$ cat src/rtl/pipeline_hazard_ctrl_pkg.sv
// Shared definitions for the IF/ID hazard controller: FSM state encoding,
// architectural register indices and the source/destination match helper.
package pipeline_hazard_ctrl_pkg;

    typedef enum logic {
        RUN        = 1'b0,
        LOAD_STALL = 1'b1
    } state_e;

    localparam logic [4:0] ZERO_REGISTER           = 5'd0;
    localparam logic [4:0] RETURN_ADDRESS_REGISTER = 5'd1;

    // x0 is hardwired to zero, so a load targeting it never creates a dependency.
    function automatic logic reg_match(input logic       uses,
                                       input logic [4:0] src,
                                       input logic [4:0] rd);
        return uses && (rd != ZERO_REGISTER) && (src == rd);
    endfunction

endpackage

$ cat src/rtl/pipeline_hazard_ctrl_sat_counter.sv
// Saturating event counter with synchronous clear taking priority over increment.
module sat_counter #(
    parameter int W = 32
) (
    input  logic         clk,
    input  logic         rst,
    input  logic         clr,
    input  logic         inc,
    output logic [W-1:0] q
);

    always_ff @(posedge clk or negedge rst) begin
        if (!rst) begin
            q <= '0;
        end else if (clr) begin
            q <= '0;
        end else if (inc && (q != {W{1'b1}})) begin
            q <= q + 1'b1;
        end
    end

endmodule

$ cat src/rtl/pipeline_hazard_ctrl.sv
// Front-end hazard controller: drives PC / IF/ID enables and ID/EX bubbles from
// load-use hazards, EX redirects and imem wait states; keeps event counters.
module pipeline_hazard_ctrl
    import pipeline_hazard_ctrl_pkg::*;
#(
    parameter int LOAD_USE_STALLS = 1,
    parameter int FETCH_TIMEOUT   = 255,
    parameter int CNT_W           = 32
) (
    input  logic             clk,
    input  logic             rst,
    input  logic [4:0]       ID_rs1_ind,
    input  logic [4:0]       ID_rs2_ind,
    input  logic             ID_uses_rs1,
    input  logic             ID_uses_rs2,
    input  logic             EX_memread,
    input  logic [4:0]       EX_rd_ind,
    input  logic             EX_branch_taken,
    input  logic             imem_ready,
    input  logic             cnt_clr,
    output logic             pc_write,
    output logic             if_id_Write,
    output logic             IF_FLUSH,
    output logic             id_ex_flush,
    output logic [CNT_W-1:0] stall_cnt,
    output logic [CNT_W-1:0] flush_cnt,
    output logic             fetch_timeout
);

    // Timeout counter must be able to reach FETCH_TIMEOUT+1 before saturating.
    localparam int              TO_W        = $clog2(FETCH_TIMEOUT + 2);
    localparam logic [TO_W-1:0] TO_LIMIT    = TO_W'(FETCH_TIMEOUT);
    localparam bit              MULTI_STALL = (LOAD_USE_STALLS > 1);
    localparam logic [3:0]      LS_INIT     = MULTI_STALL ? 4'(LOAD_USE_STALLS - 2) : 4'd0;

    state_e          state, state_nxt;
    logic [3:0]      ls_cnt, ls_nxt;
    logic            luh;
    logic [TO_W-1:0] to_cnt, to_inc;

    assign luh = EX_memread &&
                 (reg_match(ID_uses_rs1, ID_rs1_ind, EX_rd_ind) ||
                  reg_match(ID_uses_rs2, ID_rs2_ind, EX_rd_ind));

    always_comb begin
        pc_write    = 1'b0;
        if_id_Write = 1'b0;
        IF_FLUSH    = 1'b0;
        id_ex_flush = 1'b0;
        state_nxt   = state;
        ls_nxt      = ls_cnt;
        if (!rst) begin
            state_nxt = RUN;
            ls_nxt    = 4'd0;
        end else if (EX_branch_taken) begin
            pc_write    = 1'b1;
            if_id_Write = 1'b1;
            IF_FLUSH    = 1'b1;
            id_ex_flush = 1'b1;
            state_nxt   = RUN;
        end else if ((state == RUN && luh) || state == LOAD_STALL) begin
            // ID keeps its instruction; only EX receives a bubble.
            id_ex_flush = 1'b1;
            if (state == RUN) begin
                if (MULTI_STALL) begin
                    state_nxt = LOAD_STALL;
                    ls_nxt    = LS_INIT;
                end
            end else if (ls_cnt == 4'd0) begin
                state_nxt = RUN;
            end else begin
                ls_nxt = ls_cnt - 4'd1;
            end
        end else if (!imem_ready) begin
            if_id_Write = 1'b1;
            IF_FLUSH    = 1'b1;
        end else begin
            pc_write    = 1'b1;
            if_id_Write = 1'b1;
        end
    end

    always_ff @(posedge clk or negedge rst) begin
        if (!rst) begin
            state  <= RUN;
            ls_cnt <= 4'd0;
        end else begin
            state  <= state_nxt;
            ls_cnt <= ls_nxt;
        end
    end

    assign to_inc = (to_cnt == {TO_W{1'b1}}) ? to_cnt : to_cnt + 1'b1;

    always_ff @(posedge clk or negedge rst) begin
        if (!rst) begin
            to_cnt        <= '0;
            fetch_timeout <= 1'b0;
        end else if (cnt_clr) begin
            to_cnt        <= '0;
            fetch_timeout <= 1'b0;
        end else if (!imem_ready) begin
            to_cnt <= to_inc;
            if (to_inc > TO_LIMIT) begin
                fetch_timeout <= 1'b1;
            end
        end else begin
            to_cnt <= '0;
        end
    end

    sat_counter #(.W(CNT_W)) u_stall_cnt (
        .clk (clk),
        .rst (rst),
        .clr (cnt_clr),
        .inc (!pc_write),
        .q   (stall_cnt)
    );

    sat_counter #(.W(CNT_W)) u_flush_cnt (
        .clk (clk),
        .rst (rst),
        .clr (cnt_clr),
        .inc (rst && EX_branch_taken),
        .q   (flush_cnt)
    );

endmodule

$ cat config.mk
export PLATFORM = sky130hd
export DESIGN_NAME = pipeline_hazard_ctrl
export DESIGN_NICKNAME = d
export VERILOG_FILES = /design/src/rtl/pipeline_hazard_ctrl_pkg.sv /design/src/rtl/pipeline_hazard_ctrl_sat_counter.sv /design/src/rtl/pipeline_hazard_ctrl.sv
export SDC_FILE = /design/constraint.sdc
export NUM_CORES = 1
export LEC_CHECK = 0
export CAP_MARGIN = 40
export CORE_MARGIN = 1.5
export CORE_UTILIZATION = 35
export DETAILED_ROUTE_END_ITERATION = 7
export PLACE_DENSITY = 0.68
export SYNTH_ARGS = -nofsm -noshare
export SYNTH_HDL_FRONTEND = slang
export SYNTH_SLANG_ARGS = --single-unit
$ cat constraint.sdc
create_clock -name clk -period 3 [get_ports clk]
set_clock_uncertainty 0.15 [all_clocks]
set_input_delay 0.3 -clock clk [delete_from_list [all_inputs] [get_ports clk]]
set_output_delay 0.3 -clock clk [all_outputs]
set_load 0.01 [all_outputs]
==> flow_metrics.py, run 1 <==
metrics = {
    "clock_tree": {
        "clock_sinks": 79,
        "clock_latency_ps": 340,
        "cts_tree": "done",
        "path_clk_slew_ps": 60,
        "cts_buffers": 9,
        "clock_path_buffers": 2,
        "clock-root-buffer": "clkbuf_16",
        "cts_hold_buf": 1,
        "ctsResizeCount": 0,
        "postCtsSetupBuffers": 0,
        "htreeDepth": 3,
    },
    "logic_synthesis": {
        "syn_area_per_cell_sq_um": 9.20,
        "syn_nets": 490,
        "async_flop_share": 1.00,
        "synth_seq_cells": 79,
        "yosys_most_used_dff": "dfrtp_1",
        "synthTopCellsByCount": "dfrtp_1 (79), nor2_1 (79), xnor2_1 (43), nand2_1 (38), nand3_1 (24)",
        "yosysSeqAreaShare": 0.465,
        "synth_top_area_frac": 0.465,
        "synth_top_area_cell": "dfrtp_1",
        "synth_cells": 462,
        "synth-edff-count": 0,
        "synth_area_leaders": "dfrtp_1 (46%), xnor2_1 (8.9%), nor2_1 (7.0%)",
        "syn-cell-area_sq_um": 4250,
        "yosysUniqueCellTypes": 47,
        "yosysWarnings": 0,
    },
    "critical_path": {
        "path_max_fanout": 3,
        "cp_data_required_time_ps": 2550,
        "r2r_cells": 7,
        "endpoint_kind": "primary output",
        "critPathLaunchType": "input pin",
        "cp.arrival_ps": 2380,
        "crit_type": "in2out",
    },
    "place": {
        "numPortBuffers": 91,
        "place_congestion": 0.863,
        "place_hpwl_um": 7550,
        "dp_slack_ps": 144,
    },
    "timing": {
        "min_period_ps": 2830,
        "setup_slack_ps": 167,
        "tns_ps": 0,
        "setup-violations-final": 0,
        "drv_slew": 0,
        "tightest_slew_ps": 738,
        "slew_headroom": 0.506,
        "rsz0062_at_grt": "no",
        "fin_crit_sh": 0.944,
        "hold_viol": 0,
        "fmax_mhz": 353,
    },
    "floorplanning": {
        "die_x_um": 113,
        "fp.dieH_um": 113,
        "num_rows": 40,
        "start_util": 0.357,
        "io_pins": 92,
        "core_sq_um": 11900,
        "die-area_sq_um": 12800,
    },
    "outcome": {
        "status": "complete, no violations",
    },
    "drt": {
        "initialDrtViolationCount": 157,
        "wl_per_cell_um": 15.0,
        "postRouteAntennaNets": 0,
        "vias": 3730,
        "avgViaCountPerCell": 5.25,
        "drc": 0,
        "first_pass_iters": 4,
        "wirelength_um": 10600,
    },
    "power": {
        "leakage_nw": 2.23,
        "cellPowerDensity_nw_per_um2": 431,
        "ir_drop_v": 0.000255,
    },
    "grt": {
        "grtUsageMet2": 0.287,
        "grt.overflow.total": 0,
        "grt_pass1_vias": 3695,
        "gr-usage-met1": 0.218,
        "antenna_found_initial": 0,
        "grt_start_max_net_pins": 47,
        "globalRoute.busiestLayer": "met2",
        "grt_use_met3": 0.0364,
        "gr-usage-all-layers": 0.174,
        "grt_pass1_wl_um": 17900,
    },
    "finish": {
        "nets": 587,
        "syn_to_final_growth_pct": 33.4,
        "fill_cells": 1141,
        "drive_gt1_frac": 0.0638,
        "n_antenna_cell": 0,
    },
    "min_path": {
        "hp-class": "in2reg",
        "whs_path_depth": 2,
    },
    "flow_run": {
        "cap_viol_max_count": 0,
    },
}
[power by group]
group / internal [W] / switching (W)
Clock: 0.000773 / 0.000425
Combinational: 0.0000714 / 0.0000906
Sequential: 0.00107 / 0.0000106
Total: 0.00192 / 0.000526
[routing by layer]
| layer | wire length, um | up-vias | share of wire |
|---|---|---|---|
| met5 | 0 | - | 0 |
| met3 | 492 | 23 | 0.046 |
| li1 | - | 1783 | - |
| met4 | 280 | 0 | 0.026 |
| met2 | 5170 | 102 | 0.49 |
| met1 | 4700 | 1822 | 0.44 |
[worst max-delay path, cell delays in order]
cell and delay [ps]:
clkdlybuf4s50_1 550, xnor2_1 140, nand4_1 130, o22ai_1 350, a31o_2 230, nor2_1 40
o21a_1 160, clkdlybuf4s50_1 470
[worst paths after layout]
kind	from	endpoint	slack (ps)
setup reg to reg	u_stall_cnt.q[3]	u_stall_cnt.q[30]	450
min in group asynchronous	rst	ls_cnt[2]	490
hold / removal	cnt_clr	u_stall_cnt.q[28]	340
hold reg to reg	fetch_timeout	fetch_timeout	380
setup / recovery	EX_rd_ind[0]	IF_FLUSH	170
max in group asynchronous	rst	u_stall_cnt.q[7]	1770
[per-stage QoR]
step	std cells	power [W]	utilization	instance area, sq um	hold slack [ps]
after floorplan	462	0.00117	-	4250	-146
after global placement	694	0.00126	0.448	5340	265
after detailed placement	694	0.00127	0.448	5340	267
after CTS	711	0.00249	0.476	5670	335
after global routing	711	0.00255	0.476	5670	367
final	711	0.00244	0.476	5670	336
[flip-flops by register name, indices dropped and copies added (netlist names)]
register       flops
fetch_timeout      1
ls_cnt             4
state              1
to_cnt             9
u_flush_cnt.q     32
u_stall_cnt.q     32
[cell families after synthesis]
group,Yosys count,share of synthesized area
muxes,3,0.00736
buffers and inverters,27,0.0244
AOI/OAI and AO/OA,50,0.0765
and+or+nand+nor,232,0.276
xor gates and xnor gates,66,0.136
adders and majority gates,5,0.0147
DFF,79,0.465
[layout by cell type, fill, tap and decap left out, types with 3 or more instances in the layout]
cell type	Yosys	layout
buf_4	0	7
dfrtp_1	79	79
xnor2_1	43	43
a21oi_1	15	15
nand3_1	24	24
clkbuf_16	0	9
o21ai_0	14	14
nor4_1	7	7
inv_1	15	15
nand2_1	38	38
nor3_1	14	14
and4_1	4	4
nand4_1	18	18
and3_1	11	11
or3_1	14	14
and2_1	8	8
xor2_1	23	23
clkdlybuf4s50_1	0	89
nor2_1	79	79
o211ai_1	3	3
ha_1	5	5
[area by class of cell]
class	count	area, sq um	share of cell area
clock buffer	13	260	0.0459
clock inverter	3	65.1	0.0115
inverter	15	56.3	0.00993
multi-input combinational	356	2170	0.383
sequential	79	1980	0.349
tap	147	184	0.0324
timing repair buffer	98	958	0.169
Note: power is estimated with default switching activity, not from simulation.
==> run 2: changes to the inputs <==
--- a/config.mk
+++ b/config.mk
@@ -6,10 +6,10 @@
 export NUM_CORES = 1
 export LEC_CHECK = 0
 export CAP_MARGIN = 40
-export CORE_MARGIN = 1.5
+export CORE_MARGIN = 4
 export CORE_UTILIZATION = 35
 export DETAILED_ROUTE_END_ITERATION = 7
-export PLACE_DENSITY = 0.68
+export PLACE_DENSITY = 0.7
 export SYNTH_ARGS = -nofsm -noshare
 export SYNTH_HDL_FRONTEND = slang
 export SYNTH_SLANG_ARGS = --single-unit
==> run 2 against run 1 <==
Cell count is 0.56% lower. Sequential power hardly changed. Utilization is 1.2 points higher. Via count is 2.2% lower. Die area is 9.0% higher. Non-clock buffer count stayed put. Register-to-register slack worse by 70 ps. Critical endpoint is now pc_write. Largest cell class unchanged. Largest power group unchanged. Highest routed layer unchanged.
==> flow_metrics.py, run 2 (synthesized netlist as in run 1, its figures left out) <==
metrics = {
    "timing": {
        "tns_ps": 0,
        "hold_viol": 0,
        "setup_slack_ps": 137,
        "fmax_mhz": 349,
        "fin_crit_sh": 0.954,
        "setup-violations-final": 0,
        "slew_headroom": 0.465,
        "rsz0062_at_grt": "no",
        "min_period_ps": 2860,
        "drv_slew": 0,
        "tightest_slew_ps": 799,
    },
    "grt": {
        "grt_start_max_net_pins": 54,
        "gr-usage-all-layers": 0.147,
        "grt_pass1_vias": 3568,
        "grt.overflow.total": 0,
        "grt_pass1_wl_um": 17300,
        "antenna_found_initial": 0,
    },
    "critical_path": {
        "cp_slowest_cell": "clkdlybuf4s50_1",
        "crit_type": "in2out",
        "endpoint_kind": "primary output",
        "critPathTopFamily": "buffers and inverters",
        "cp_data_required_time_ps": 2550,
        "cp.arrival_ps": 2410,
        "path_max_fanout": 11,
        "critPathLaunchType": "input pin",
        "path_cells": "dlygate4sd3_1 > buf_4 > nand3b_1 > and2_1 > a31o_2 > nand2_1 > clkdlybuf4s50_1",
        "max_stage_delay_ps": 530,
        "crit_buf_inv": 3,
    },
    "drt": {
        "wl_per_cell_um": 14.6,
        "postRouteAntennaNets": 0,
        "vias": 3649,
        "avgViaCountPerCell": 5.16,
        "first_pass_iters": 5,
        "initialDrtViolationCount": 254,
        "drc": 0,
        "wirelength_um": 10300,
    },
    "floorplanning": {
        "num_rows": 39,
        "io_pins": 92,
        "die-area_sq_um": 14000,
        "core_sq_um": 11700,
        "die_x_um": 118,
        "start_util": 0.365,
        "fp.dieH_um": 118,
    },
    "clock_tree": {
        "ctsResizeCount": 0,
        "postCtsSetupBuffers": 0,
        "htreeDepth": 3,
        "path_clk_slew_ps": 60,
        "clock_latency_ps": 330,
        "cts_hold_buf": 1,
        "clock_sinks": 79,
        "cts_buffers": 9,
        "clock-root-buffer": "clkbuf_16",
        "cts_tree": "done",
        "clock_path_buffers": 2,
    },
    "place": {
        "place_congestion": 0.816,
        "place_hpwl_um": 7430,
        "dp_slack_ps": 177,
        "place_inst": 690,
        "numPortBuffers": 91,
    },
    "finish": {
        "post-route-util": 0.488,
        "syn_to_final_growth_pct": 33.8,
        "n_antenna_cell": 0,
        "drive_gt1_frac": 0.0674,
        "fill_cells": 1052,
        "stdcell_count": 707,
        "largest_registers": "u_flush_cnt.q (32), u_stall_cnt.q (32), to_cnt (9)",
        "layout_common_cells": "clkdlybuf4s50_1 (89), nor2_1 (79), dfrtp_1 (79), xnor2_1 (43), nand2_1 (38)",
        "nets": 587,
        "layout_commonest_cell": "clkdlybuf4s50_1",
    },
    "power": {
        "total_power_w": 0.00250,
        "cellPowerDensity_nw_per_um2": 440,
        "leakage_nw": 2.24,
        "ir_drop_v": 0.000226,
    },
    "flow_run": {
        "cap_viol_max_count": 0,
    },
    "min_path": {
        "hp-class": "in2async",
    },
    "outcome": {
        "status": "complete, no violations",
    },
}
-- run 2: layer usage --
| metal | vias to the layer above | GRT usage | part of all wire |
|---|---|---|---|
| li1 | 1787 | - | - |
| met3 | 11 | 0.0415 | 0.075 |
| met1 | 1751 | 0.198 | 0.46 |
| met4 | 0 | 0.0454 | 0.012 |
| met5 | - | 0 | 0 |
| met2 | 100 | 0.232 | 0.46 |
-- run 2: area by class of cell --
cell class,instances,area [sq um],share of cell area
repair buffers,98,958,0.168
inverters,15,56.3,0.00990
well taps,143,179,0.0315
clock inverters,6,108,0.0189
multi-input cells,356,2170,0.382
flip-flops and latches,79,1980,0.348
clock buffers,10,239,0.0420
-- run 2: worst paths after layout --
check / startpoint / endpoint / slack [ps] / cells past startpoint
worst max register to register: u_flush_cnt.q[4] / u_flush_cnt.q[4] / 380 / 7
worst min-delay path: rst / u_flush_cnt.q[5] / 180 / 2
worst max-delay path: rst / pc_write / 140 / 7
min in group clk: cnt_clr / u_stall_cnt.q[15] / 360 / 2
worst min register to register: fetch_timeout / fetch_timeout / 380 / 2
max in group asynchronous: rst / u_stall_cnt.q[29] / 1630 / 3
-- run 2: metrics by stage --
stage	area (sq um)	hold slack (ps)
global route	5690	187
finish	5690	179
global placement	5330	-21.2
CTS	5690	170
floorplan	4250	-146
detailed placement	5330	-22.0
-- run 2: worst reg2reg max path: stages (launching register included) --
cell and delay (ps):
dfrtp_1 450, and4_4 290, nand4_4 160, or4_4 570, o21ai_0 510, nor2_1 120, xnor2_1 190, nor2_1 60
-- run 2: where the power goes --
| group | total (W) | leakage (nW) | internal, W | switching [W] |
|---|---|---|---|---|
| logic | 0.000161 | 0.969 | 0.0000716 | 0.0000899 |
| registers | 0.00108 | 1.10 | 0.00107 | 0.0000117 |
| clock network | 0.00126 | 0.168 | 0.000832 | 0.000425 |
| total | 0.00250 | 2.24 | 0.00198 | 0.000526 |
==> run 3: changes to the inputs <==
--- a/config.mk
+++ b/config.mk
@@ -8,8 +8,10 @@
 export CAP_MARGIN = 40
 export CORE_MARGIN = 4
 export CORE_UTILIZATION = 35
+export CTS_CLUSTER_SIZE = 8
 export DETAILED_ROUTE_END_ITERATION = 7
 export PLACE_DENSITY = 0.7
+export SETUP_SLACK_MARGIN = 0.4
 export SYNTH_ARGS = -nofsm -noshare
 export SYNTH_HDL_FRONTEND = slang
 export SYNTH_SLANG_ARGS = --single-unit
==> run 3 against run 2 <==
Global-route usage is 0.22 points higher. Die area stayed put. Sequential power hardly changed. Highest routed layer unchanged. Hold slack worse by 150 ps. Worst setup slack better by 390 ps. Sequential share of layout area is 0.37 points lower. Critical endpoint is now u_stall_cnt.q[25]. Design area is 1.1% higher. Clock power hardly changed. Via count is 1.2% higher. Combinational power is 3% higher. Register-to-register slack better by 150 ps.
==> flow_metrics.py, run 3 (synthesized netlist as in run 1, its figures left out) <==
metrics = {
    "outcome": {
        "status": "complete, no violations",
    },
    "finish": {
        "nets": 592,
        "finalInstanceArea_sq_um": 5750,
        "largest_registers": "u_flush_cnt.q (32), u_stall_cnt.q (32), to_cnt (9)",
        "layout_common_cells": "clkdlybuf4s50_1 (83), nor2_1 (79), dfrtp_1 (79), xnor2_1 (43), nand2_1 (37)",
        "n_antenna_cell": 0,
        "layout_commonest_cell": "clkdlybuf4s50_1",
        "drive_gt1_frac": 0.0826,
        "syn_to_final_growth_pct": 35.2,
        "stdcell_count": 712,
    },
    "floorplanning": {
        "io_pins": 92,
        "num_rows": 39,
        "die_x_um": 118,
        "die-area_sq_um": 14000,
        "core_sq_um": 11700,
        "fp.dieH_um": 118,
        "start_util": 0.365,
    },
    "timing": {
        "min_period_ps": 2470,
        "rsz0062_at_grt": "yes",
        "fmax_mhz": 405,
        "drv_slew": 0,
        "fin_crit_sh": 0.823,
        "hold_viol": 0,
        "timing.hold.ws_ps": 26.5,
        "setup-violations-final": 0,
        "tightest_slew_ps": 684,
        "slew_headroom": 0.544,
        "tns_ps": 0,
    },
    "critical_path": {
        "crit_type": "reg2reg",
        "rrSetupSlack_ps": 530,
        "cp.arrival_ps": 2510,
        "r2r_cells": 7,
        "cp_data_required_time_ps": 3040,
        "critPathCapture": "u_stall_cnt.q[25]",
        "startpoint": "u_stall_cnt.q[3]",
        "path_max_fanout": 9,
        "worstReg2RegStart": "u_stall_cnt.q[3]",
        "critPathLaunchType": "register",
        "timing.rr.end": "u_stall_cnt.q[25]",
        "endpoint_kind": "register",
    },
    "grt": {
        "grtUsageMet2": 0.236,
        "grt_pass1_vias": 3618,
        "grt_start_max_net_pins": 54,
        "grt_pass1_wl_um": 17600,
        "gr-usage-all-layers": 0.150,
        "globalRoute.busiestLayer": "met2",
        "grt_use_met3": 0.0411,
        "gr-usage-met1": 0.200,
        "antenna_found_initial": 0,
        "grt.overflow.total": 0,
    },
    "power": {
        "ir_drop_v": 0.000222,
        "total_power_w": 0.00250,
        "cellPowerDensity_nw_per_um2": 436,
        "leakage_nw": 2.28,
    },
    "clock_tree": {
        "cts_buffers": 9,
        "clock_sinks": 79,
        "clock_path_buffers": 2,
        "clock-root-buffer": "clkbuf_16",
        "clock_latency_ps": 330,
        "htreeDepth": 3,
        "cts_tree": "done",
        "path_clk_slew_ps": 60,
    },
    "drt": {
        "wirelength_um": 10500,
        "postRouteAntennaNets": 0,
        "avgViaCountPerCell": 5.19,
        "vias": 3694,
        "initialDrtViolationCount": 247,
        "first_pass_iters": 4,
        "drc": 0,
        "wl_per_cell_um": 14.7,
    },
    "flow_run": {
        "cap_viol_max_count": 0,
    },
    "place": {
        "place_inst": 690,
        "placed_area_sq_um": 5330,
        "numPortBuffers": 91,
        "place_congestion": 0.816,
        "place_hpwl_um": 7430,
    },
    "min_path": {
        "hp-class": "in2async",
    },
}
==> run 3: layout make-up <==
type	count	area, sq um
Fill cell	1052	5910
Tap cell	143	179
Sequential cell	79	1980
Multi-Input combinational cell	356	2200
Clock inverter	6	108
Timing Repair Buffer	103	992
Inverter	15	56.3
Clock buffer	10	239
==> run 3: worst min-delay path by stage <==
stage / slack, ps / end / cells after the start / from
final: 30 / u_flush_cnt.q[9] / 2 / rst
after global routing: 110 / u_flush_cnt.q[8] / 2 / rst
after CTS: 50 / u_flush_cnt.q[6] / 2 / rst
after detailed placement: -20 / u_flush_cnt.q[5] / 1 / rst
after global placement: -20 / u_flush_cnt.q[4] / 1 / rst
after floorplan: -150 / fetch_timeout / 0 / rst
==> run 3: metrics by stage <==
stage                util  setup WS (ps)
CTS                 0.490            402
global route        0.493            320
floorplan               -            676
global placement    0.457            208
finish              0.493            531
detailed placement  0.457            177
==> run 3: per-layer routing <==
layer  up-vias  wire length [um]
met5         -                 0
met1      1762              4820
li1       1799                 -
met4         0               125
met2       116              4850
met3        17               655
==> run 3: what timing repair did <==
| action | CTS | global route |
|---|---|---|
| pin swaps | 4 | 2 |
| endpoints found under the hold margin | 26 | 0 |
| hold buffers | 1 | 0 |
| buffers inserted | 3 | 2 |
| gates resized for setup | 8 | 5 |
| endpoints found under the setup margin | 5 | 20 |
==> run 3: worst max-delay path, cell delays in order, from the launching register on <==
cell	delay, ps
dfrtp_1	440
nand4_1	190
or2_1	350
nor4_2	330
o2111ai_2	330
nor4b_2	340
xnor2_1	160
nor2_1	60
==> run 3: where the power goes <==
group | internal, W | switching, W
logic | 0.0000732 | 0.0000933
registers | 0.00107 | 0.0000114
clock network | 0.000832 | 0.000422
